## config.mk

```make
export PLATFORM = sky130hd
export DESIGN_NAME = hazard_ctrl_flat
export DESIGN_NICKNAME = d
export VERILOG_FILES = /design/src/rtl/hazard_pkg.sv /design/src/rtl/hazard_ctrl_if.sv /design/src/rtl/hazard_fwd_unit.sv /design/src/rtl/hazard_ctrl.sv /design/src/flat_wrapper.sv
export SDC_FILE = /design/constraint.sdc
export NUM_CORES = 1
export LEC_CHECK = 0
export BUFFER_PORTS_ARGS = -buffer_cell sky130_fd_sc_hd__buf_2
export CAP_MARGIN = 10
export CORE_ASPECT_RATIO = 1.75
export CORE_MARGIN = 2
export CORE_UTILIZATION = 43
export DETAILED_ROUTE_END_ITERATION = 6
export PLACE_DENSITY_LB_ADDON = 0.1
export SYNTH_ARGS = -nofsm -noshare
export SYNTH_HDL_FRONTEND = slang
export SYNTH_SLANG_ARGS = --single-unit
```

## constraint.sdc

```tcl
create_clock -name clk -period 4.8 [get_ports clk]
set_input_delay 0.48 -clock clk [delete_from_list [all_inputs] [get_ports clk]]
set_output_delay 0.48 -clock clk [all_outputs]
set_load 0.01 [all_outputs]
```

## src/rtl/hazard_pkg.sv

```systemverilog
// Shared types and constants for the hazard controller.
//   state_e    : controller FSM states
//   FWD_*      : ALU operand forwarding select codes
//   RESULT_SRC_LOAD : ResultSrcE encoding that marks a load in Execute
//   sat_inc32  : saturating 32-bit increment used by the performance counters
package hazard_pkg;

  typedef enum logic [1:0] {
    StInit,
    StRun,
    StMemWait,
    StErr
  } state_e;

  localparam logic [1:0] FWD_RF  = 2'b00;
  localparam logic [1:0] FWD_WB  = 2'b01;
  localparam logic [1:0] FWD_MEM = 2'b10;

  localparam logic [1:0] RESULT_SRC_LOAD = 2'b01;

  function automatic logic [31:0] sat_inc32(input logic [31:0] v);
    return (v == 32'hFFFF_FFFF) ? v : v + 32'd1;
  endfunction

endpackage

```

## src/rtl/hazard_ctrl_if.sv

```systemverilog
// Pipeline-side signal bundle of the hazard controller.
//   master : the pipeline (drives register indices, enables, memory handshake;
//            receives forwarding selects, stall/flush controls, error, counters)
//   slave  : hazard_ctrl
interface hazard_ctrl_if #(
  parameter int unsigned REG_ADDR_W = 5
);

  logic [REG_ADDR_W-1:0] Rs1D;
  logic [REG_ADDR_W-1:0] Rs2D;
  logic [REG_ADDR_W-1:0] Rs1E;
  logic [REG_ADDR_W-1:0] Rs2E;
  logic [REG_ADDR_W-1:0] RdE;
  logic [REG_ADDR_W-1:0] RdM;
  logic [REG_ADDR_W-1:0] RdW;
  logic                  RegWriteM;
  logic                  RegWriteW;
  logic [1:0]            ResultSrcE;
  logic                  PCSrcE;
  logic                  MemReqM;
  logic                  mem_ready;

  logic [1:0]            ForwardAE;
  logic [1:0]            ForwardBE;
  logic                  StallF;
  logic                  StallD;
  logic                  StallE;
  logic                  StallM;
  logic                  FlushD;
  logic                  FlushE;
  logic                  FlushW;
  logic                  mem_err;
  logic [31:0]           perf_stall;
  logic [31:0]           perf_flush;
  logic [31:0]           perf_memwait;

  modport master (
    output Rs1D, Rs2D, Rs1E, Rs2E, RdE, RdM, RdW, RegWriteM, RegWriteW,
           ResultSrcE, PCSrcE, MemReqM, mem_ready,
    input  ForwardAE, ForwardBE, StallF, StallD, StallE, StallM,
           FlushD, FlushE, FlushW, mem_err, perf_stall, perf_flush, perf_memwait
  );

  modport slave (
    input  Rs1D, Rs2D, Rs1E, Rs2E, RdE, RdM, RdW, RegWriteM, RegWriteW,
           ResultSrcE, PCSrcE, MemReqM, mem_ready,
    output ForwardAE, ForwardBE, StallF, StallD, StallE, StallM,
           FlushD, FlushE, FlushW, mem_err, perf_stall, perf_flush, perf_memwait
  );

endinterface

```

## src/rtl/hazard_fwd_unit.sv

```systemverilog
// Combinational operand forwarding for one Execute-stage source register.
//   rs_e_i          : source register index in Execute
//   rd_m_i, rd_w_i  : destination indices in Memory / Writeback
//   reg_write_m_i/w_i : destination write enables
//   fwd_o           : FWD_MEM, FWD_WB or FWD_RF (Memory stage has priority)
module hazard_fwd_unit
  import hazard_pkg::*;
#(
  parameter int unsigned REG_ADDR_W = 5
) (
  input  logic [REG_ADDR_W-1:0] rs_e_i,
  input  logic [REG_ADDR_W-1:0] rd_m_i,
  input  logic [REG_ADDR_W-1:0] rd_w_i,
  input  logic                  reg_write_m_i,
  input  logic                  reg_write_w_i,
  output logic [1:0]            fwd_o
);

  always_comb begin
    fwd_o = FWD_RF;
    if (reg_write_m_i && (rd_m_i != '0) && (rd_m_i == rs_e_i)) begin
      fwd_o = FWD_MEM;
    end else if (reg_write_w_i && (rd_w_i != '0) && (rd_w_i == rs_e_i)) begin
      fwd_o = FWD_WB;
    end
  end

endmodule

```

## src/rtl/hazard_ctrl.sv

```systemverilog
// Hazard and pipeline-sequencing controller for the 5-stage RISC-V core.
// Ports:
//   clk, rst_n : clock (rising edge), asynchronous active-low reset
//   bus        : hazard_ctrl_if.slave -- register indices, write enables, load
//                marker, branch resolution and data-memory handshake in;
//                forwarding selects, F/D/E/M stalls, D/E/W flushes, sticky
//                mem_err and performance counters out.
// Optional feature: define HAZARD_PERF_EN to build the saturating stall /
// flush / memory-wait counters; otherwise the perf ports read 0.
module hazard_ctrl
  import hazard_pkg::*;
#(
  parameter int unsigned REG_ADDR_W    = 5,
  parameter int unsigned STARTUP_FLUSH = 2,
  parameter int unsigned MEM_TIMEOUT   = 64
) (
  input  logic          clk,
  input  logic          rst_n,
  hazard_ctrl_if.slave  bus
);

  localparam int unsigned InitW    = $clog2(STARTUP_FLUSH + 1);
  localparam int unsigned TimeoutW = $clog2(MEM_TIMEOUT + 1);

  state_e              state_q;
  logic [InitW-1:0]    init_cnt_q;
  logic [TimeoutW-1:0] to_cnt_q;
  logic                mem_err_q;

  logic [1:0] fwd_a, fwd_b;
  logic       lw_stall, mem_stall;
  logic       stall_f, stall_d, stall_e, stall_m;
  logic       flush_d, flush_e, flush_w;
  logic [1:0] fwd_ae, fwd_be;

  hazard_fwd_unit #(.REG_ADDR_W(REG_ADDR_W)) u_fwd_a (
    .rs_e_i        (bus.Rs1E),
    .rd_m_i        (bus.RdM),
    .rd_w_i        (bus.RdW),
    .reg_write_m_i (bus.RegWriteM),
    .reg_write_w_i (bus.RegWriteW),
    .fwd_o         (fwd_a)
  );

  hazard_fwd_unit #(.REG_ADDR_W(REG_ADDR_W)) u_fwd_b (
    .rs_e_i        (bus.Rs2E),
    .rd_m_i        (bus.RdM),
    .rd_w_i        (bus.RdW),
    .reg_write_m_i (bus.RegWriteM),
    .reg_write_w_i (bus.RegWriteW),
    .fwd_o         (fwd_b)
  );

  always_comb begin
    lw_stall  = (bus.ResultSrcE == RESULT_SRC_LOAD) && (bus.RdE != '0) &&
                ((bus.RdE == bus.Rs1D) || (bus.RdE == bus.Rs2D));
    mem_stall = bus.MemReqM && !bus.mem_ready;
  end

  // Control outputs decode the current state plus same-cycle hazards.
  always_comb begin
    stall_f = 1'b0;
    stall_d = 1'b0;
    stall_e = 1'b0;
    stall_m = 1'b0;
    flush_d = 1'b0;
    flush_e = 1'b0;
    flush_w = 1'b0;
    fwd_ae  = FWD_RF;
    fwd_be  = FWD_RF;
    unique case (state_q)
      StInit: begin
        flush_d = 1'b1;
        flush_e = 1'b1;
        flush_w = 1'b1;
      end
      StRun: begin
        fwd_ae = fwd_a;
        fwd_be = fwd_b;
        if (mem_stall) begin
          // Freeze the whole front of the pipe; W gets a bubble.
          stall_f = 1'b1;
          stall_d = 1'b1;
          stall_e = 1'b1;
          stall_m = 1'b1;
          flush_w = 1'b1;
        end else if (bus.PCSrcE) begin
          // A taken branch squashes the load-use victim anyway.
          flush_d = 1'b1;
          flush_e = 1'b1;
        end else begin
          stall_f = lw_stall;
          stall_d = lw_stall;
          flush_e = lw_stall;
        end
      end
      StMemWait: begin
        fwd_ae  = fwd_a;
        fwd_be  = fwd_b;
        stall_f = 1'b1;
        stall_d = 1'b1;
        stall_e = 1'b1;
        stall_m = 1'b1;
        flush_w = 1'b1;
      end
      StErr: begin
        stall_f = 1'b1;
        stall_d = 1'b1;
        stall_e = 1'b1;
        stall_m = 1'b1;
        flush_w = 1'b1;
      end
    endcase
  end

  always_ff @(posedge clk or negedge rst_n) begin
    if (!rst_n) begin
      state_q    <= StInit;
      init_cnt_q <= InitW'(STARTUP_FLUSH);
      to_cnt_q   <= '0;
      mem_err_q  <= 1'b0;
    end else begin
      unique case (state_q)
        StInit: begin
          init_cnt_q <= init_cnt_q - InitW'(1);
          if (init_cnt_q == InitW'(1)) begin
            state_q <= StRun;
          end
        end
        StRun: begin
          if (mem_stall) begin
            state_q  <= StMemWait;
            to_cnt_q <= '0;
          end
        end
        StMemWait: begin
          if (bus.mem_ready) begin
            state_q  <= StRun;
            to_cnt_q <= '0;
          end else begin
            to_cnt_q <= to_cnt_q + TimeoutW'(1);
            // Counter is about to reach MEM_TIMEOUT-1: give up.
            if (to_cnt_q == TimeoutW'(MEM_TIMEOUT - 2)) begin
              state_q   <= StErr;
              mem_err_q <= 1'b1;
            end
          end
        end
        StErr: begin
          state_q <= StErr;
        end
      endcase
    end
  end

  assign bus.ForwardAE = fwd_ae;
  assign bus.ForwardBE = fwd_be;
  assign bus.StallF    = stall_f;
  assign bus.StallD    = stall_d;
  assign bus.StallE    = stall_e;
  assign bus.StallM    = stall_m;
  assign bus.FlushD    = flush_d;
  assign bus.FlushE    = flush_e;
  assign bus.FlushW    = flush_w;
  assign bus.mem_err   = mem_err_q;

`ifdef HAZARD_PERF_EN
  logic [31:0] perf_stall_q, perf_flush_q, perf_memwait_q;

  always_ff @(posedge clk or negedge rst_n) begin
    if (!rst_n) begin
      perf_stall_q   <= '0;
      perf_flush_q   <= '0;
      perf_memwait_q <= '0;
    end else begin
      if (stall_f) begin
        perf_stall_q <= sat_inc32(perf_stall_q);
      end
      if (flush_e && (state_q != StInit)) begin
        perf_flush_q <= sat_inc32(perf_flush_q);
      end
      if (state_q == StMemWait) begin
        perf_memwait_q <= sat_inc32(perf_memwait_q);
      end
    end
  end

  assign bus.perf_stall   = perf_stall_q;
  assign bus.perf_flush   = perf_flush_q;
  assign bus.perf_memwait = perf_memwait_q;
`else
  assign bus.perf_stall   = '0;
  assign bus.perf_flush   = '0;
  assign bus.perf_memwait = '0;
`endif

endmodule

```

## src/flat_wrapper.sv

```systemverilog
// flat-port wrapper written by rule: the top's interface ports become plain ports
module hazard_ctrl_flat import hazard_pkg::*;
#(
  parameter int unsigned REG_ADDR_W    = 5,
  parameter int unsigned STARTUP_FLUSH = 2,
  parameter int unsigned MEM_TIMEOUT   = 64
)
  (clk, rst_n, bus_Rs1D, bus_Rs2D, bus_Rs1E, bus_Rs2E, bus_RdE, bus_RdM, bus_RdW, bus_RegWriteM, bus_RegWriteW, bus_ResultSrcE, bus_PCSrcE, bus_MemReqM, bus_mem_ready, bus_ForwardAE, bus_ForwardBE, bus_StallF, bus_StallD, bus_StallE, bus_StallM, bus_FlushD, bus_FlushE, bus_FlushW, bus_mem_err, bus_perf_stall, bus_perf_flush, bus_perf_memwait);
  hazard_ctrl_if #(.REG_ADDR_W(REG_ADDR_W)) bus_i ();
  input  logic clk;
  input  logic rst_n;
  input wire logic [$bits(bus_i.Rs1D)-1:0] bus_Rs1D;
  input wire logic [$bits(bus_i.Rs2D)-1:0] bus_Rs2D;
  input wire logic [$bits(bus_i.Rs1E)-1:0] bus_Rs1E;
  input wire logic [$bits(bus_i.Rs2E)-1:0] bus_Rs2E;
  input wire logic [$bits(bus_i.RdE)-1:0] bus_RdE;
  input wire logic [$bits(bus_i.RdM)-1:0] bus_RdM;
  input wire logic [$bits(bus_i.RdW)-1:0] bus_RdW;
  input wire logic [$bits(bus_i.RegWriteM)-1:0] bus_RegWriteM;
  input wire logic [$bits(bus_i.RegWriteW)-1:0] bus_RegWriteW;
  input wire logic [$bits(bus_i.ResultSrcE)-1:0] bus_ResultSrcE;
  input wire logic [$bits(bus_i.PCSrcE)-1:0] bus_PCSrcE;
  input wire logic [$bits(bus_i.MemReqM)-1:0] bus_MemReqM;
  input wire logic [$bits(bus_i.mem_ready)-1:0] bus_mem_ready;
  output wire logic [$bits(bus_i.ForwardAE)-1:0] bus_ForwardAE;
  output wire logic [$bits(bus_i.ForwardBE)-1:0] bus_ForwardBE;
  output wire logic [$bits(bus_i.StallF)-1:0] bus_StallF;
  output wire logic [$bits(bus_i.StallD)-1:0] bus_StallD;
  output wire logic [$bits(bus_i.StallE)-1:0] bus_StallE;
  output wire logic [$bits(bus_i.StallM)-1:0] bus_StallM;
  output wire logic [$bits(bus_i.FlushD)-1:0] bus_FlushD;
  output wire logic [$bits(bus_i.FlushE)-1:0] bus_FlushE;
  output wire logic [$bits(bus_i.FlushW)-1:0] bus_FlushW;
  output wire logic [$bits(bus_i.mem_err)-1:0] bus_mem_err;
  output wire logic [$bits(bus_i.perf_stall)-1:0] bus_perf_stall;
  output wire logic [$bits(bus_i.perf_flush)-1:0] bus_perf_flush;
  output wire logic [$bits(bus_i.perf_memwait)-1:0] bus_perf_memwait;
  assign bus_i.Rs1D = bus_Rs1D;
  assign bus_i.Rs2D = bus_Rs2D;
  assign bus_i.Rs1E = bus_Rs1E;
  assign bus_i.Rs2E = bus_Rs2E;
  assign bus_i.RdE = bus_RdE;
  assign bus_i.RdM = bus_RdM;
  assign bus_i.RdW = bus_RdW;
  assign bus_i.RegWriteM = bus_RegWriteM;
  assign bus_i.RegWriteW = bus_RegWriteW;
  assign bus_i.ResultSrcE = bus_ResultSrcE;
  assign bus_i.PCSrcE = bus_PCSrcE;
  assign bus_i.MemReqM = bus_MemReqM;
  assign bus_i.mem_ready = bus_mem_ready;
  assign bus_ForwardAE = bus_i.ForwardAE;
  assign bus_ForwardBE = bus_i.ForwardBE;
  assign bus_StallF = bus_i.StallF;
  assign bus_StallD = bus_i.StallD;
  assign bus_StallE = bus_i.StallE;
  assign bus_StallM = bus_i.StallM;
  assign bus_FlushD = bus_i.FlushD;
  assign bus_FlushE = bus_i.FlushE;
  assign bus_FlushW = bus_i.FlushW;
  assign bus_mem_err = bus_i.mem_err;
  assign bus_perf_stall = bus_i.perf_stall;
  assign bus_perf_flush = bus_i.perf_flush;
  assign bus_perf_memwait = bus_i.perf_memwait;
  hazard_ctrl #(.REG_ADDR_W(REG_ADDR_W), .STARTUP_FLUSH(STARTUP_FLUSH), .MEM_TIMEOUT(MEM_TIMEOUT)) u_core (.clk(clk), .rst_n(rst_n), .bus(bus_i));
endmodule
```

# --- Yosys cells after proc, flatten, opt, wreduce, memory -nomap -nowiden ---
# Index checks and enable logic that the tools add are counted.
word_totals:
  regBits: 12
  in_bits: 44
  out_inout_bits: 108
  word_cells: 70
classes:
  addsub: 2
  n_eq_ne: 15
  mux: 26
  bitwise: 1
  n_reduce_logical: 22
ops:
  columns: ["operator", "count"]
  rows:
  - ["$eq 5x5->1", 6]
  - ["$mux 2", 8]
  - ["$reduce_bool 5->1", 3]
  - ["$mux 7", 2]
  - ["$pmux 7 s2", 1]
  - ["$pmux 1 s2", 5]
  - ["$logic_and 1x1->1", 9]
  - ["$mux 1", 9]
  - ["$pmux 2 s4", 1]
  - ["$add 7x1->7 const B", 1]
  - ["$eq 7x6->1 const B", 1]
  - ["$eq 2x1->1 const B", 3]
  - ["$reduce_and 3->1", 2]
  - ["$eq 2x2->1 const B", 2]
  - ["$ne 2x1->1 const B", 2]
  - ["$reduce_or 2->1", 2]
  - ["$ne 3x2->1 const B", 1]
  - ["$reduce_or 3->1", 1]
  - ["$logic_not 2->1", 1]
  - ["$reduce_and 2->1", 1]
  - ["$reduce_bool 2->1", 1]
  - ["$sub 2x1->2 const B", 1]
  - ["$logic_not 1->1", 1]
  - ["$logic_or 1x1->1", 1]
  - ["$not 1->1", 1]

# --- Logic depth before layout (Yosys ltp) ---
depth:
  ltp_word: 6
  ltp_mapped: 7

# --- Modules after synthesis ---
# A second synthesis with hierarchy kept.
unflattened:
  hier_cells: 246
  area_unflattened_um2: 1971.9
modules_own_cells:
  columns: ["mod", "instances", "cells_each", "area_each_um2"]
  rows:
  - ["hazard_ctrl", 1, 206, 1669.1]
  - ["hazard_fwd_unit", 2, 20, 151.4]

# --- Least setup slack after synthesis ---
# OpenSTA, ideal clock, no wires.
synth_path:
  kind: "register -> output"
  start: "register u_core.state_q[0]"
  end: "output bus_ForwardAE[0]"
  t_arrival_ns: 1.617
  required_time_ns: 4.320
  setup_slack_ns: 2.703
  stages_incl_launch_ff: 6
  path_buffers: 0
  cell_sequence: "dfrtp_1 inv_1 ha_1 o211ai_1 or4_1 nor4_2"
synth_between:
  elab_chain_cells: 3
  word_cells_on_any_way: 4
  classes_between: "2 x eq/ne; 1 x mux; 1 x reduce/logical"
synth_lines:
  columns: ["element", "line", "text"]
  rows:
  - ["from (decl)", "hazard_ctrl.sv:25", "state_e state_q;"]
  - ["from (signal assigned)", "hazard_ctrl.sv:118", "state_q <= StInit;"]
  - ["from (signal assigned)", "hazard_ctrl.sv:127", "state_q <= StRun;"]
  - ["from (signal assigned)", "hazard_ctrl.sv:132", "state_q <= StMemWait;"]
  - ["$eq 2x2->1 / $eq 2x1->1 (equally long branches)", "hazard_ctrl.sv:71", "unique case (state_q)"]
  - ["$reduce_or 2->1 (no line) (*)", null, null]
  - ["$mux 2 (*)", "hazard_ctrl.sv:71", null]
  - ["to (decl)", "flat_wrapper.sv:25", "output wire logic [$bits(bus_i.ForwardAE)-1:0] bus_ForwardAE;"]
# Every way passes the cells marked *; elsewhere a longest branch is shown, timed or not.

# --- Final worst setup path ---
layout_path:
  start: "register u_core.state_q[0]"
  end: "output bus_ForwardBE[0]"
layout_between:
  elab_chain_cells: 3
  word_cells_on_any_way: 4
  classes_between: "2 x eq/ne; 1 x mux; 1 x reduce/logical"
layout_lines:
  columns: ["element", "line", "text"]
  rows:
  - ["$eq 2x2->1 / $eq 2x1->1 (equally long branches)", "hazard_ctrl.sv:71", null]
  - ["$reduce_or 2->1 (no line) (*)", null, null]
  - ["$mux 2 (*)", "hazard_ctrl.sv:71", null]
  - ["to (decl)", "flat_wrapper.sv:26", "output wire logic [$bits(bus_i.ForwardBE)-1:0] bus_ForwardBE;"]
# Marked as above.

==> flow_summary.toml <==
[outcome]
status = "finished, final reports clean"

[route]
routed_via_density = 4.246
drt-total-wl_um = 3535
drt_first_pass_iters = 4
wl_per_cell_um = 10.46
drc = 0
drt-initial-drc-count = 18
vias = 1435
antenna_left = 0

[grt]
first_global_vias = 1164
grt_start_max_net_pins = 13
grt_pass1_wl_um = 5043
grt_overflow = 0
grt.total_usage_pct = 13.71
antenna_found_initial = 0

[timing]
skew_ns = 0.003891
finalHoldViolCount = 0
slew_viol_final = 0
hold_ws_ns = 0.1034
rsz0062_at_grt = "false"
finalCriticalPeriod_ns = 2.543
fin_crit_sh_pct = 52.99
max_freq_mhz = 393.2
setup_viol = 0
fin_ws_ns = 2.257
final.setup.tns_ns = 0

[placed_design]
io_buffer_count = 55
dp_slack_ns = 2.501
gp_congestion = 0.7984
dp.cells = 334
dp_hpwl_um = 3067

[setup_path]
r2r_cells = 6
crit_arrival_ns = 2.06
r2r_start = "u_core.state_q[1]$_DFFE_PN0P_"
cp_top_family = "simple AND/OR/NAND/NOR gates"
path_cells = "inv_1 > ha_1 > o211ai_1 > or4_1 > nor4_2 > buf_2"
slowest_stage = "or4_1"
critical_path.n_buffers_inverters = 2
startpoint_type = "flop"
timing.rr.end = "u_core.to_cnt_q[2]$_DFFE_PN0P_"
r2r_slack_ns = 2.97
worst_setup_path_end_kind = "primary output"
critPathKind = "reg2out"
crit_required_ns = 4.32
path_max_fanout = 5
slowest_delay_ns = 0.54

[synthesis]
synth_top_family_by_area = "buffers and inverters"
ys_types = 37
postSynthCellCount = 231
syn-cell-area_um2 = 1919
avgSynthCellArea_um2 = 8.309
synth-compound-area-share_pct = 10.43
synth.area.mux_share_pct = 0.5215
synth_async_sr_flop_share_pct = 100.0
yosysWarnings = 0
synth_seq_cells = 12
synthAdderAreaFrac_pct = 5.867
synth_ff_type = "dfrtp_1"
synth_enable_flop_cells = 0
synth-xor-area-share_pct = 14.15
synth_seq_area_share_pct = 15.71
yosys.area_share.simple_pct = 13.62

[power_and_ir_drop]
intPower_mw = 0.2007
p_clk_share_pct = 37.4
vdd_drop_max_uv = 87.64
leakage_nw = 1.067
netSwitchingPower_mw = 0.1018
powerDensity_nw_per_um2 = 156.4
swShare_pct = 33.65
p_seq_share_pct = 33.5
combPwrFrac_pct = 29.1

[clock_tree]
numCtsBuffers = 3
htree_levels = 1
cts_tree = "built"
max-clock-path-buffers = 2
cts_resized = 0
cts_root_buf = "clkbuf_8"
worstSkewPairLatency_ns = 0.25
cts_setup_buffers = 0
hold_buffers = 0
clkTransAtPathRegs_ns = 0.06
cts_sinks = 12

[finish]
fin_nets = 341
layout-drive-gt1-share_pct = 23.34
register_area_um2 = 301.5
final_util_pct = 44.32
stdcell_count = 338
syn2layout_area_growth_pct = 0.7825
n_fill_cell = 469
multi_input_area_um2 = 1216
insertedDiodeCount = 0

[hold_path]
hp-class = "in2async"

[floorplanning]
core_area_um2 = 4364
dieHeight_um = 92.38
dieArea_um2 = 5035
initial_core_util_pct = 43.98
die_x_um = 54.51
io_pins = 152
rows = 32

[run]
cap_viol_max_count = 0
[cell type report]
cell class              count  area share [%]
flip-flops and latches     12           15.59
clock buffers               4           2.846
well taps                  51           3.299
inverters                   6           1.164
multi-input cells         210           62.87
repair buffers             55           14.23
[stage by stage]
stage	cell area (µm²)	power (mW)
finish	1934	0.3025
global route	1934	0.3191
CTS	1934	0.3038
detailed placement	1879	0.1897
global placement	1879	0.1899
floorplan	2276	0.2158
[placed cells by master (no fill, tap or decap), types with 3 or more instances in the layout]
master    netlist  layout
and2_1          3       3
buf_2           0      55
clkbuf_8        0       4
conb_1          1      96
dfrtp_1        11      11
ha_1            9       9
inv_1           6       6
nand2_1         5       5
nand2b_1        4       4
nand3_1         5       5
nor2_1          7       7
o21ai_0         8       8
o21bai_1        3       3
o31ai_1         5       5
or4_1           5       5
xnor2_1         6       6
xor2_1         25      25
[sequential cells by signal (all words and copies together) (netlist names)]
register / flops
u_core.state_q: 2
u_core.init_cnt_q: 2
u_core.to_cnt_q: 7
u_core.bus.mem_err: 1
[power by group through the flow]
stage	Combinational, mW	Sequential [mW]	Clock (mW)
after floorplan	0.113	0.103	0
after global placement	0.0869	0.103	0
after detailed placement	0.0867	0.103	0
after CTS	0.0869	0.101	0.116
after global routing	0.0990	0.101	0.119
final	0.0880	0.101	0.113
[synthesized netlist by cell type, types with 3 or more instances]
cell | count | area share (%)
xnor2_1 | 6 | 2.7
ha_1 | 9 | 5.9
nand2b_1 | 4 | 1.3
and2_1 | 3 | 0.98
or4_1 | 5 | 2.0
nor2_1 | 7 | 1.4
nand2_1 | 5 | 0.98
o21ai_0 | 8 | 2.1
o21bai_1 | 3 | 1.2
dfrtp_1 | 11 | 14
buf_4 | 98 | 38
nand3_1 | 5 | 1.3
xor2_1 | 25 | 11
inv_1 | 6 | 1.2
o31ai_1 | 5 | 2.0
[cells by family after synthesis]
group,count (synthesis)
AO/OA/AOI/OAI,29
XOR/XNOR,31
adder cells (fa/ha/maj),9
buffers and inverters,104
flip-flops,12
multiplexers,1
other,1
AND/OR/NAND/NOR,44
[metal layers]
layer	up-vias	share of wire, %	GRT usage, %
li1	689	-	-
met1	647	33	13.62
met2	90	54	24.60
met3	9	9.5	2.258
met4	0	2.7	8.333
met5	-	0	0
[worst max path at each step]
stage,start,endpoint,slack (ns),cells past startpoint
finish,u_core.state_q[0]$_DFFE_PN0P_,bus_ForwardBE[0],2.26,6
global route,u_core.state_q[0]$_DFFE_PN0P_,bus_ForwardAE[0],2.11,6
CTS,u_core.state_q[0]$_DFFE_PN0P_,bus_ForwardAE[0],2.23,6
detailed placement,u_core.state_q[0]$_DFFE_PN0P_,bus_ForwardBE[0],2.50,6
global placement,u_core.state_q[0]$_DFFE_PN0P_,bus_ForwardAE[0],2.49,6
floorplan,u_core.state_q[0]$_DFFE_PN0P_,bus_ForwardAE[0],2.70,5
Power figures use the tool's default switching activity.
